--- src/rtl/mem_bus_arbiter.sv ---
// ============================================================================
// mem_bus_arbiter: shares one memory port between I-cache and D-cache
// controllers; define ARB_RR_EN for round-robin arbitration. Rev 1.0
// ============================================================================
`default_nettype none

module mem_bus_arbiter #(
  parameter int ADDR_W = 28,
  parameter int DATA_W = 128
) (
  input  logic              clk,
  input  logic              rst_n,
  input  logic              i_req_read,
  input  logic [ADDR_W-1:0] i_req_addr,
  output logic [DATA_W-1:0] i_rdata,
  output logic              i_ready,
  input  logic              d_req_read,
  input  logic              d_req_write,
  input  logic [ADDR_W-1:0] d_req_addr,
  input  logic [DATA_W-1:0] d_req_wdata,
  output logic [DATA_W-1:0] d_rdata,
  output logic              d_ready,
  output logic              mem_read,
  output logic              mem_write,
  output logic [ADDR_W-1:0] mem_addr,
  output logic [DATA_W-1:0] mem_wdata,
  input  logic [DATA_W-1:0] mem_rdata,
  input  logic              mem_ready
);

  typedef enum logic [1:0] {IDLE, I_BUS, D_BUS, RESP} state_t;

  state_t            state, state_nxt;
  logic              last_grant, last_grant_nxt;  // 1 = D side
  logic              read_nxt, write_nxt;
  logic [ADDR_W-1:0] addr_nxt;
  logic [DATA_W-1:0] wdata_nxt;
  logic [DATA_W-1:0] i_rdata_nxt, d_rdata_nxt;
  logic              i_ready_nxt, d_ready_nxt;
  logic              d_pend, i_pend, pick_d;

  assign d_pend = d_req_read | d_req_write;
  assign i_pend = i_req_read;

`ifdef ARB_RR_EN
  // Under contention, alternate away from whoever was granted last.
  assign pick_d = d_pend & (~i_pend | ~last_grant);
`else
  assign pick_d = d_pend;
`endif

  always_comb begin
    state_nxt      = state;
    last_grant_nxt = last_grant;
    read_nxt       = mem_read;
    write_nxt      = mem_write;
    addr_nxt       = mem_addr;
    wdata_nxt      = mem_wdata;
    i_rdata_nxt    = i_rdata;
    d_rdata_nxt    = d_rdata;
    i_ready_nxt    = 1'b0;
    d_ready_nxt    = 1'b0;
    case (state)
      IDLE: begin
        if (pick_d) begin
          state_nxt      = D_BUS;
          last_grant_nxt = 1'b1;
          addr_nxt       = d_req_addr;
          wdata_nxt      = d_req_wdata;
          // Read+write together is treated as a write.
          write_nxt      = d_req_write;
          read_nxt       = ~d_req_write;
        end else if (i_pend) begin
          state_nxt      = I_BUS;
          last_grant_nxt = 1'b0;
          addr_nxt       = i_req_addr;
          read_nxt       = 1'b1;
          write_nxt      = 1'b0;
        end
      end
      I_BUS: begin
        if (mem_ready) begin
          state_nxt   = RESP;
          read_nxt    = 1'b0;
          write_nxt   = 1'b0;
          i_rdata_nxt = mem_rdata;
          i_ready_nxt = 1'b1;
        end
      end
      D_BUS: begin
        if (mem_ready) begin
          state_nxt   = RESP;
          read_nxt    = 1'b0;
          write_nxt   = 1'b0;
          if (mem_read) d_rdata_nxt = mem_rdata;
          d_ready_nxt = 1'b1;
        end
      end
      RESP:    state_nxt = IDLE;
      default: state_nxt = IDLE;
    endcase
  end

  always_ff @(posedge clk) begin
    if (!rst_n) begin
      state      <= IDLE;
      last_grant <= 1'b1;
      mem_read   <= 1'b0;
      mem_write  <= 1'b0;
      mem_addr   <= '0;
      mem_wdata  <= '0;
      i_rdata    <= '0;
      d_rdata    <= '0;
      i_ready    <= 1'b0;
      d_ready    <= 1'b0;
    end else begin
      state      <= state_nxt;
      last_grant <= last_grant_nxt;
      mem_read   <= read_nxt;
      mem_write  <= write_nxt;
      mem_addr   <= addr_nxt;
      mem_wdata  <= wdata_nxt;
      i_rdata    <= i_rdata_nxt;
      d_rdata    <= d_rdata_nxt;
      i_ready    <= i_ready_nxt;
      d_ready    <= d_ready_nxt;
    end
  end

endmodule

`default_nettype wire
--- config.mk ---
export PLATFORM = sky130hd
export DESIGN_NAME = mem_bus_arbiter
export DESIGN_NICKNAME = d
export VERILOG_FILES = /design/src/rtl/mem_bus_arbiter.sv
export SDC_FILE = /design/constraint.sdc
export NUM_CORES = 1
export LEC_CHECK = 0
export ABC_AREA = 0
export CAP_MARGIN = 20
export CORE_AREA = 2 2 282 284
export DETAILED_ROUTE_END_ITERATION = 16
export DIE_AREA = 0 0 284 286
export DONT_BUFFER_PORTS = 1
export PLACE_DENSITY = 0.39
export SKIP_CTS_REPAIR_TIMING = 1
export SYNTH_ARGS = -nofsm -noshare
export SYNTH_HDL_FRONTEND = slang
export SYNTH_SLANG_ARGS = --single-unit
export TNS_END_PERCENT = 20
--- constraint.sdc ---
create_clock -name clk -period 1.5 [get_ports clk]
set_input_delay 0.3 -clock clk [delete_from_list [all_inputs] [get_ports clk]]
set_output_delay 0.3 -clock clk [all_outputs]
set_load 0.005 [all_outputs]
==> results of run 1 <==
-- cells in the final DEF, fill, tap and decap left out, types with 2 or more instances in the layout --
cell type and instances:
dlygate4sd3_1 282, o21ai_1 2, nand2_1 757, clkbuf_16 63, o31ai_1 2, buf_16 5, and3_1 2, a21oi_1 28
bufinv_16 3, nand2_2 12, inv_6 4, o21ai_0 28, a21boi_0 73, buf_4 23, dfxtp_2 3, ha_1 2
a21boi_1 303, clkinv_2 14, dfxtp_1 414, ha_4 3, mux2i_1 28, buf_12 22, buf_8 3, clkbuf_8 12
clkbuf_1 8, inv_4 2, a21boi_2 10, buf_6 15
-- worst max path at each step --
stage,startpoint,end,cells past startpoint
final,state[1],mem_wdata[93],6
after CTS,state[1],mem_wdata[57],6
after floorplan,state[0],mem_read,4
after detailed placement,state[1],mem_wdata[57],6
after global routing,state[1],mem_wdata[93],6
after global placement,state[0],mem_wdata[57],6
-- cell usage after synthesis --
cell        n  share of area
nand2_1   770           0.18
dfxtp_1   418           0.53
a21boi_0  266           0.13
a21boi_1  120          0.058
clkbuf_1   63          0.015
buf_2      54          0.017
o21ai_0    29         0.0093
a21oi_1    28         0.0089
mux2i_1    28          0.018
buf_6      12         0.0086
buf_1       6         0.0014
buf_4       5         0.0024
ha_1        5         0.0040
and3_1      3         0.0012
inv_1       2        0.00048
o21ai_1     2        0.00064
o31ai_1     2        0.00096
a2111o_1    1        0.00072
and2_1      1        0.00040
mux2_2      1        0.00072
nand3_1     1        0.00032
nor2_2      1        0.00040
nor2b_1     1        0.00040
nor4b_4     1         0.0015
o211ai_1    1        0.00048
o21a_1      1        0.00048
o311a_1     1        0.00064
o31a_1      1        0.00056
or3b_2      1        0.00056
or4_1       1        0.00048
-- final cells by class --
cell class              count  area [um^2]
repair buffers            363         4110
multi-input cells        1266         6740
fillers                  8395        56100
inverters                   2         12.5
flip-flops and latches    418         8380
clock inverters            24          228
well taps                1050         1310
diodes                      1         2.50
clock buffers              70         1450
-- where the power goes --
part	switching [mW]	leakage, nW	total, mW	internal (mW)
Combinational	4.88	3.77	8.67	3.79
Sequential	1.74	3.41	14.6	12.9
Clock	5.04	0.838	12.3	7.27
Total	11.7	8.01	35.6	23.9
-- stage by stage --
step | hold WS, ps | instances | power (mW)
finish | -114 | 3194 | 35.6
detailed placement | 441 | 2792 | 20.8
floorplan | 435 | 1826 | 18.5
CTS | -215 | 2886 | 33.3
global placement | 436 | 2792 | 20.6
global route | -154 | 3194 | 37.4
-- metal layers --
| layer | vias to the layer above | part of all wire |
|---|---|---|
| met4 | 0 | 0.027 |
| met5 | - | 0 |
| met3 | 111 | 0.078 |
| met2 | 572 | 0.49 |
| met1 | 6672 | 0.41 |
| li1 | 6504 | - |
-- sequential cells by signal (all words and copies together) (netlist names) --
| register | flops |
|---|---|
| i_rdata | 128 |
| mem_write | 1 |
| d_ready | 1 |
| mem_read | 1 |
| d_rdata | 128 |
| mem_wdata | 128 |
| i_ready | 1 |
| mem_addr | 28 |
| state | 2 |
-- worst max-delay path, cell delays in order (launching register included) --
cell and delay, ps:
dfxtp_4 390, inv_4 60, ha_4 180, o21ai_4 230
buf_12 270, nand2_1 100, a21boi_1 180
-- logic make-up (layout without fill, tap and decap cells) --
kind of cell             Yosys count  in the layout  synth area share
multiplexers                      29             29            0.0186
buffers and inverters            142            459            0.0453
adder cells (fa/ha/maj)            5              5           0.00400
AND/OR/NAND/NOR                  780            780             0.190
AO/OA/AOI/OAI                    452            452             0.208
other                              0              1                 0
flip-flops                       418            418             0.534
==> flow_summary.yaml, run 1 <==
synthesis:
  yosysUniqueCellTypes: 30
  syn_nets: 2149
  syn_avg_cell_area_um2: 8.57
  ys_warn_count: 0
  synth_area_mm2: 0.0157
  ys_seq_area_frac: 0.534
  ys_ff_latch: 418
  netlist_instances: 1826
clocking:
  clock_path_buffers: 3
  htreeDepth: 2
  clkSinkCount: 418
  clk_pin_slew_ps: 60
  root_buffer: "clkbuf_16"
  cts_tree: "done"
  clkLatencyLatePin_ps: 590
  numCtsBuffers: 50
timing:
  tightestPinTransition_ps: 1890
  finalCriticalPeriod_ps: 1540
  setup_viol: 13
  relSlewSlack: -0.262
  whs_ps: -114
  fin_ws_ps: -36.0
  hold_viol: 57
  fmax_mhz: 651
  finalCritPeriodShare: 1.02
  fin_skew_ps: 15.8
  setup_tns_ps: -170
  rsz0062_at_grt: "true"
  report.final.slew_viol_count: 184
routing:
  vias: 13859
  wl_per_cell_um: 20.2
  avgViaCountPerCell: 4.34
  drc: 0
  drtIter0Drc: 799
  drt_pre_antenna_iters: 5
  routed_wirelength_mm: 64.6
  antenna_left: 0
global_route:
  use_met3: 0.0474
  antenna_found_initial: 3
  grt_pass1_wl_mm: 82.8
  grt-ovfl-total: 0
  use_met2: 0.230
  grt_start_max_net_pins: 420
  grt_pass1_vias: 11908
  grt_busiest_layer: "met2"
  track_usage: 0.134
  use_met1: 0.152
critical_path:
  setup.worst_path.start_class: "flop"
  r2r_cells: 6
  critPathCaptureType: "flop"
  reg2reg_setup_slack_ps: -40
  worstPathArrival_ps: 2030
  critPathMaxFanout: 31
  critical_path_class: "flop to flop"
  worstPathRequired_ps: 2000
  worst_r2r_startpoint: "state[1]"
  r2r_end: "mem_wdata[93]"
worst_hold_path:
  hold_path_depth: 2
  hold_end: "mem_addr[1]"
  worstHoldStart: "rst_n"
  hold_class: "input pin to flop"
placed_design:
  place_congestion: 0.797
  place_area_mm2: 0.0170
  pre_cts_ws_ps: -229
  dpl.hpwl_mm: 42.8
  port_buffers: 0
power_and_ir_drop:
  p_leak_nw: 8.01
  power.density_mw_per_mm2: 1600
  ir_drop_uv: 843
final_layout:
  stdcell_area_mm2: 0.0222
  drive_above_1_share: 0.0980
  fin_util: 0.284
  area_delta_synth_final_pct: 42.0
  nNetsFinal: 2424
floorplanning:
  coreArea_mm2: 0.0784
  start_util: 0.200
  dieArea_mm2: 0.0812
  die_x_um: 284
  rows: 103
  ios: 734
  die_h_um: 286
outcome:
  violations: "negative hold slack, max-slew violations, negative setup slack"
  outcome: "finished with violations"
flow_run:
  drv_cap: 0
(Power assumes the default switching activity.)
==> run 2: changes to the inputs <==
--- a/config.mk
+++ b/config.mk
@@ -12,7 +12,6 @@
 export DIE_AREA = 0 0 284 286
 export DONT_BUFFER_PORTS = 1
 export PLACE_DENSITY = 0.39
-export SKIP_CTS_REPAIR_TIMING = 1
 export SYNTH_ARGS = -nofsm -noshare
 export SYNTH_HDL_FRONTEND = slang
 export SYNTH_SLANG_ARGS = --single-unit
==> flow_summary.yaml, run 2 (synthesis results as in run 1) <==
timing:
  tightestPinTransition_ps: 1980
  rsz0062_at_grt: "true"
  fin_skew_ps: 13.9
  finalCriticalPeriod_ps: 1560
  finalCritPeriodShare: 1.04
  fmax_mhz: 642
  relSlewSlack: -0.322
  setup_tns_ps: -299
  fin_ws_ps: -58.7
  setup_viol: 19
  report.final.slew_viol_count: 190
  whs_ps: -116
  hold_viol: 57
final_layout:
  nNetsFinal: 2447
  fin_util: 0.292
  final_cell_mix: "nand2_1, dfxtp_1, a21boi_1"
  area_delta_synth_final_pct: 46.1
  instances_no_fill: 3220
  final_common_cell: "nand2_1"
  drive_above_1_share: 0.117
  top_regs: "d_rdata (128), i_rdata (128), mem_wdata (128)"
power_and_ir_drop:
  p_leak_nw: 8.32
  power.share.clock: 0.336
  power_frac_comb: 0.264
  p_seq_frac: 0.399
  swShare: 0.331
  switchingPower_mw: 12.1
  p_int_mw: 24.5
  ir_drop_uv: 840
  power.density_mw_per_mm2: 1600
flow_run:
  drv_cap: 0
routing:
  drt_pre_antenna_iters: 6
  avgViaCountPerCell: 4.33
  drc: 0
  drtIter0Drc: 865
  wl_per_cell_um: 21.4
  antenna_left: 0
  vias: 13945
  routed_wirelength_mm: 69.0
global_route:
  antenna_found_initial: 7
  grt_start_max_net_pins: 420
  grt-ovfl-total: 0
  grt_pass1_wl_mm: 90.3
  grt_pass1_vias: 13650
  track_usage: 0.145
floorplanning:
  die_h_um: 286
  start_util: 0.200
  rows: 103
  ios: 734
  coreArea_mm2: 0.0784
  dieArea_mm2: 0.0812
  die_x_um: 284
clocking:
  htreeDepth: 2
  cts_tree: "done"
  clock_path_buffers: 3
  clk_pin_slew_ps: 60
  numCtsBuffers: 50
  clkLatencyLatePin_ps: 590
  root_buffer: "clkbuf_16"
  clkSinkCount: 418
critical_path:
  critPathMaxStageDelay_ps: 340
  worstPathArrival_ps: 2060
  critical_path_class: "flop to flop"
  cpLargestDelayFamily: "buffers and inverters"
  cp_num_buf_inv: 4
  critPathMaxFanout: 17
  worstPathRequired_ps: 2000
  setup.worst_path.start_class: "flop"
  crit_chain: "inv_4 > buf_6 > ha_4 > o21a_4 > buf_12 > buf_16 > nand2_1 > a21boi_1"
  critPathCaptureType: "flop"
  critPathSlowestCell: "dfxtp_2"
placed_design:
  dp.cells: 2792
  place_congestion: 0.797
  dpl.hpwl_mm: 42.8
  port_buffers: 0
worst_hold_path:
  hold_class: "input pin to flop"
outcome:
  outcome: "finished with violations"
  violations: "negative hold slack, max-slew violations, negative setup slack"
-- run 2: final timing paths --
| check | cells past startpoint | slack, ps | startpoint | endpoint |
|---|---|---|---|---|
| max | 8 | -60 | state[0] | mem_wdata[2] |
| min | 2 | -120 | rst_n | mem_addr[1] |
| max reg2reg | 8 | -60 | state[0] | mem_wdata[2] |
| min reg2reg | 2 | 480 | i_rdata[10] | i_rdata[10] |
-- run 2: worst register-to-register path, stage by stage, from the launching register on --
cell and delay [ps]:
dfxtp_2 340, inv_4 70, buf_6 110, ha_4 170, o21a_4 210, buf_12 150, buf_16 170, nand2_1 100
a21boi_1 170
-- run 2: final cells by class --
| class | count | area (um^2) |
|---|---|---|
| Antenna cell | 4 | 10.0 |
| Clock buffer | 70 | 1450 |
| Clock inverter | 24 | 228 |
| Fill cell | 8382 | 55500 |
| Inverter | 2 | 15.0 |
| Multi-Input combinational cell | 1267 | 6870 |
| Sequential cell | 418 | 8380 |
| Tap cell | 1050 | 1310 |
| Timing Repair Buffer | 385 | 4610 |
-- run 2: power by group through the flow --
stage / registers [mW] / clock network [mW] / logic, mW
2_1_floorplan: 14.0 / 0 / 4.47
3_3_place_gp: 14.8 / 0 / 5.78
3_5_place_dp: 14.8 / 0 / 5.94
4_1_cts: 14.6 / 12.7 / 7.44
5_1_grt: 14.8 / 13.3 / 10.5
6_report: 14.6 / 12.3 / 9.67
-- run 2: what timing repair did --
item                                    CTS  global route
hold endpoints to repair                418           313
gates resized for setup                  98           219
hold buffers                            276             6
setup buffers                             9            10
cloned                                    7            24
pin swaps                                10            70
endpoints found under the setup margin  383           323
-- run 2: stage by stage --
step | area (um^2) | hold slack [ps] | power, mW | setup WS (ps)
after CTS | 21900 | -189 | 34.8 | -61.8
after floorplan | 15700 | 435 | 18.5 | 63.5
after detailed placement | 17000 | 441 | 20.8 | -229
after global routing | 22900 | -166 | 38.5 | -151
after global placement | 17000 | 436 | 20.6 | -171
final | 22900 | -116 | 36.6 | -58.7
-- run 2: layer usage --
metal | vias up | global-route usage | share of wire
li1 | 6561 | - | -
met5 | - | 0 | 0.00014
met4 | 2 | 0.0543 | 0.032
met1 | 6697 | 0.172 | 0.42
met2 | 562 | 0.246 | 0.47
met3 | 123 | 0.0432 | 0.075
==> run 3: changes to the inputs <==
--- a/config.mk
+++ b/config.mk
@@ -11,6 +11,7 @@
 export DETAILED_ROUTE_END_ITERATION = 16
 export DIE_AREA = 0 0 284 286
 export DONT_BUFFER_PORTS = 1
+export GPL_ROUTABILITY_DRIVEN = 0
 export PLACE_DENSITY = 0.39
 export SYNTH_ARGS = -nofsm -noshare
 export SYNTH_HDL_FRONTEND = slang
==> results of run 3 <==
Same layout as run 2: the final DEF is identical, and so are final timing and power.
